--- config.mk ---
export PLATFORM = sky130hd
export DESIGN_NAME = mem_stage
export DESIGN_NICKNAME = d
export VERILOG_FILES = /design/src/rtl/mem_stage.sv
export SDC_FILE = /design/constraint.sdc
export NUM_CORES = 1
export LEC_CHECK = 0
export ABC_AREA = 1
export CAP_MARGIN = 20
export CORE_MARGIN = 2
export CORE_UTILIZATION = 30
export CTS_BUF_LIST = sky130_fd_sc_hd__clkbuf_4 sky130_fd_sc_hd__clkbuf_8
export DETAILED_ROUTE_END_ITERATION = 10
export PLACE_DENSITY = 0.6
export SETUP_SLACK_MARGIN = 0.05
export SKIP_LAST_GASP = 1
export SYNTH_ARGS = -nofsm -noshare
export SYNTH_HDL_FRONTEND = slang
export SYNTH_SLANG_ARGS = --single-unit
--- constraint.sdc ---
create_clock -name clock -period 3.2 [get_ports clock]
set_clock_uncertainty 0.15 [all_clocks]
set_input_delay 0.64 -clock clock [delete_from_list [all_inputs] [get_ports clock]]
set_output_delay 0.64 -clock clock [all_outputs]
set_load 0.01 [all_outputs]
--- src/rtl/mem_stage.sv ---
// mem_stage: memory-access pipeline stage running LOAD/STORE over a req/ack data-memory port
`ifndef EXEC
`define EXEC 1'b1
`endif
`ifndef LOAD
`define LOAD 5'b10000
`endif
`ifndef STORE
`define STORE 5'b10001
`endif
`ifndef NOP
`define NOP 16'h0000
`endif

module mem_stage #(
  parameter int TIMEOUT_CYCLES = 15
) (
  input  logic        clock,
  input  logic        reset,
  input  logic        state,
  input  logic        ex_valid,
  input  logic [15:0] ex_ir,
  input  logic [15:0] ex_reg_C,
  input  logic [15:0] ex_smdr,
  output logic        mem_ready,
  output logic        dmem_req,
  output logic        dmem_we,
  output logic [15:0] dmem_addr,
  output logic [15:0] dmem_wdata,
  input  logic        dmem_ack,
  input  logic [15:0] dmem_rdata,
  output logic [15:0] wb_ir,
  output logic [15:0] reg_C1,
  output logic        mem_err
);
  typedef enum logic {IDLE, WAIT} fsm_t;
  fsm_t        fsm;
  logic [15:0] ir_q;
  logic [7:0]  cnt;
  logic        is_load, is_store;
  assign is_load   = ex_ir[15:11] == `LOAD;
  assign is_store  = ex_ir[15:11] == `STORE;
  assign mem_ready = fsm == IDLE;
  always_ff @(posedge clock) begin
    if (reset) begin
      fsm        <= IDLE;
      cnt        <= '0;
      ir_q       <= `NOP;
      wb_ir      <= `NOP;
      reg_C1     <= '0;
      dmem_req   <= 1'b0;
      dmem_we    <= 1'b0;
      dmem_addr  <= '0;
      dmem_wdata <= '0;
      mem_err    <= 1'b0;
    end else if (state == `EXEC) begin
      if (fsm == IDLE) begin
        wb_ir <= `NOP;
        if (ex_valid && (is_load || is_store)) begin
          ir_q       <= ex_ir;
          dmem_req   <= 1'b1;
          dmem_we    <= is_store;
          dmem_addr  <= ex_reg_C;
          dmem_wdata <= is_store ? ex_smdr : 16'h0000;
          cnt        <= '0;
          fsm        <= WAIT;
        end else if (ex_valid) begin
          wb_ir  <= ex_ir;
          reg_C1 <= ex_reg_C;
        end
      end else if (dmem_ack) begin
        dmem_req <= 1'b0;
        wb_ir    <= ir_q;
        reg_C1   <= dmem_we ? dmem_addr : dmem_rdata;
        fsm      <= IDLE;
      end else if (cnt == 8'(TIMEOUT_CYCLES - 1)) begin
        dmem_req <= 1'b0;
        mem_err  <= 1'b1;
        wb_ir    <= `NOP;
        fsm      <= IDLE;
      end else begin
        cnt   <= cnt + 8'd1;
        wb_ir <= `NOP;
      end
    end
  end
endmodule

==> impl_results.md <==
- Startpoint Class: input pin
- RSZ-0062 raised after global routing: no
- CTS tree: built
- Longest Clk Path Bufs: 2
- Total gr overflow: 0
- Nets: between 700 and 800
- Leak pwr: around 2.2 nW
- Synth top cells by count: 103 x nand2_1, 92 x dfxtp_1, 86 x nor2_1
- H-Tree Depth: 3
- Fin. Hold Viols: 0
- Resized Gates After CTS: 0
- Placeable Area: approximately 13000 um2
- Cell chain of the critical path: clkdlybuf4s50_1 > inv_1 > a21oi_4 > nand2_2 > nand2_1 > a21oi_1
- Sequential share of the synthesized area: a little under half
- CP Class: in -> reg
- Initial antenna violation count: 0
- Distinct cell type count after synthesis: 28
- Post-synth top area share: 45.8%
- Rows: 42
- Clk_lat worst skew: 0.36 ns
- DP Worst Slack: 0.439 ns
- Worst vdd ir: ~0.16 mV
- Run status: finished clean
- DRT iter0 DRCs: around 300
- Post-detail-place hpwl: a little under 9000 um
- Most frequent cell after synthesis: nand2_1
- Number of synthesized flops with an enable pin: 0
- Mapped cell area: 4020 um2
- Fin cells: 860
- Root Driver: clkbuf_8
- Port bufs: approximately 140
- Placement Cell Area: between 5000 and 6000 um2
- Worst setup margin: ~0.77 ns
- Reg area: between 1500 and 2000 um2
- Hold_ws: 0.292 ns
- Die W: roughly 120 um
- Dominant cells by area after synthesis: dfxtp_1 46%, o21ai_0 10%, nand2_1 9.6%
- Vias in the first global route: 3985
- Syn Area/Cell: approximately 7.2 um2
- DIE HEIGHT: about 120 um
- Via density: around 4.8
- Max Slew Vio Count: 0
- Area of the multi-input gates: approximately 1800 um2
- Overall power: roughly 2.3 mW
- Full die area: between 10000 and 15000 um2
- Post-route antenna net violation count: 0
- Layout cells sized above 1: under 10%
- Finished Cell Area: about 5700 um2
- Critical-path top delay cell: clkdlybuf4s50_1
- # Post-CTS Setup Buffers: 0
- Ys async rst share: 0%
- Hold buffer count at cts: 0
- Initial Util: 30.5%
- Worst Path Arrival: between 2 and 3 ns
- Final period util: between 70 and 80%
- Synthesized net count: 630
- Slew Limit Headroom: 64.3%
- Routed WL: 12400 um
- Io pins: roughly 140
- Ys flop type: dfxtp_1
- Total CTS buffers: 9
- Area growth, synth to finish: 41.7%
- Crit path max fanout: 17
- Layout Utilization: 43.2%
- CTS clock-pin slew for the worst setup and hold paths: roughly 0.090 ns
- CP required: 3.29 ns
- Final setup violation count: 0
- Largest stage delay on the critical path: between 0.7 and 0.8 ns
- Gate Count Post-Synth: approximately 560
- Worst Hold Class: reg -> reg
- Least-Margin Pin Slew: roughly 0.54 ns
- Max Freq: ~0.4 GHz
- Largest net degree at the start of global routing: 54
- Clock Sinks: 92
- Post-DR wirelength/cell: around 14 um
- DP Cell Count: between 800 and 900
- DRC Markers: 0
- Pwr Density: slightly above 400 nW/um2
- GR Util All Layers: between 10% and 20%
- Largest area contributor in the synthesized netlist: dfxtp_1
- Setup Total Neg Slack: 0 ns
- Warnings from Yosys: 0
- Tmin final: 2.43 ns
- Filler cells: between 1000 and 1500
- Max-cap viol count: 0
- First-pass GRT wire length: between 15000 and 20000 um
- Family with the most delay on the worst path: buffers and inverters
- Initial DRT Pass Iterations: 5
- Worst path bufs/invs: 2
- Worst setup EP type: flop
- Via count: around 4100
- FF+latch count, synth: between 90 and 100
- Antenna cells: 0
- Gpl congestion: between 0.8 and 0.9
-- report_power, final --
| part | switching [mW] | internal, mW |
|---|---|---|
| Combinational | 0.130 | 0.154 |
| Sequential | 0.0178 | 1.17 |
| Clock | 0.415 | 0.411 |
| Total | 0.562 | 1.74 |
-- kinds of logic after synthesis --
logic type	synth area share, %
flip-flops	45.8
AND/OR/NAND/NOR	24.9
adder cells (fa/ha/maj)	0.622
AO/OA/AOI/OAI	19.8
XOR/XNOR	0.218
buffers and inverters	8.65
-- flip-flops by register name, summed over array words and instances (netlist names) --
register	cells
dmem_req	1
dmem_addr	16
ir_q	16
reg_C1	16
wb_ir	16
mem_err	1
fsm	1
cnt	8
dmem_we	1
dmem_wdata	16
-- final cells by class --
cell class                      count  area share (%)
Sequential cell                    92            32.3
Tap cell                          176            3.87
Clock buffer                       12            2.79
Multi-Input combinational cell    388            32.2
Inverter                           45            2.99
Timing Repair Buffer              143            25.0
Clock inverter                      4           0.835
-- final timing paths --
path	cells past startpoint	to	slack [ns]	startpoint
max reg2reg	7	reg_C1[1]$_SDFFE_PP0P_	1.04	fsm$_SDFFE_PP0P_
min	2	ir_q[14]$_SDFFE_PP0P_	0.29	ir_q[14]$_SDFFE_PP0P_
min reg2reg	2	ir_q[14]$_SDFFE_PP0P_	0.29	ir_q[14]$_SDFFE_PP0P_
max	6	reg_C1[1]$_SDFFE_PP0P_	0.77	state
-- routing by layer --
layer  share of wire (%)  GRT usage [%]
met1                  46           22.5
met2                  45           27.1
met3                 7.4           5.70
met5                   0              0
met4                 1.1           4.85
-- tightest hold or removal path: cells and delay by family (launching register included) --
| kind | cells | cell delay (ns) |
|---|---|---|
| AND/OR/NAND/NOR | 2 | 0.09 |
| flip-flops | 1 | 0.32 |
-- layout by cell type, fill, tap and decap left out, types with 2 or more instances in the layout --
cell type          n
clkinv_2           3
nand2_2            4
ha_1               2
buf_4              6
inv_1             41
clkbuf_8          11
nor2_1            86
o21ai_2            9
a31oi_1           15
dfxtp_1           92
o21ai_0           83
inv_2              2
o21ai_1            5
clkdlybuf4s50_1  136
nand3_4            2
nand3_1           42
a21oi_1           30
nand2_1          103
Power figures use the tool's default switching activity.
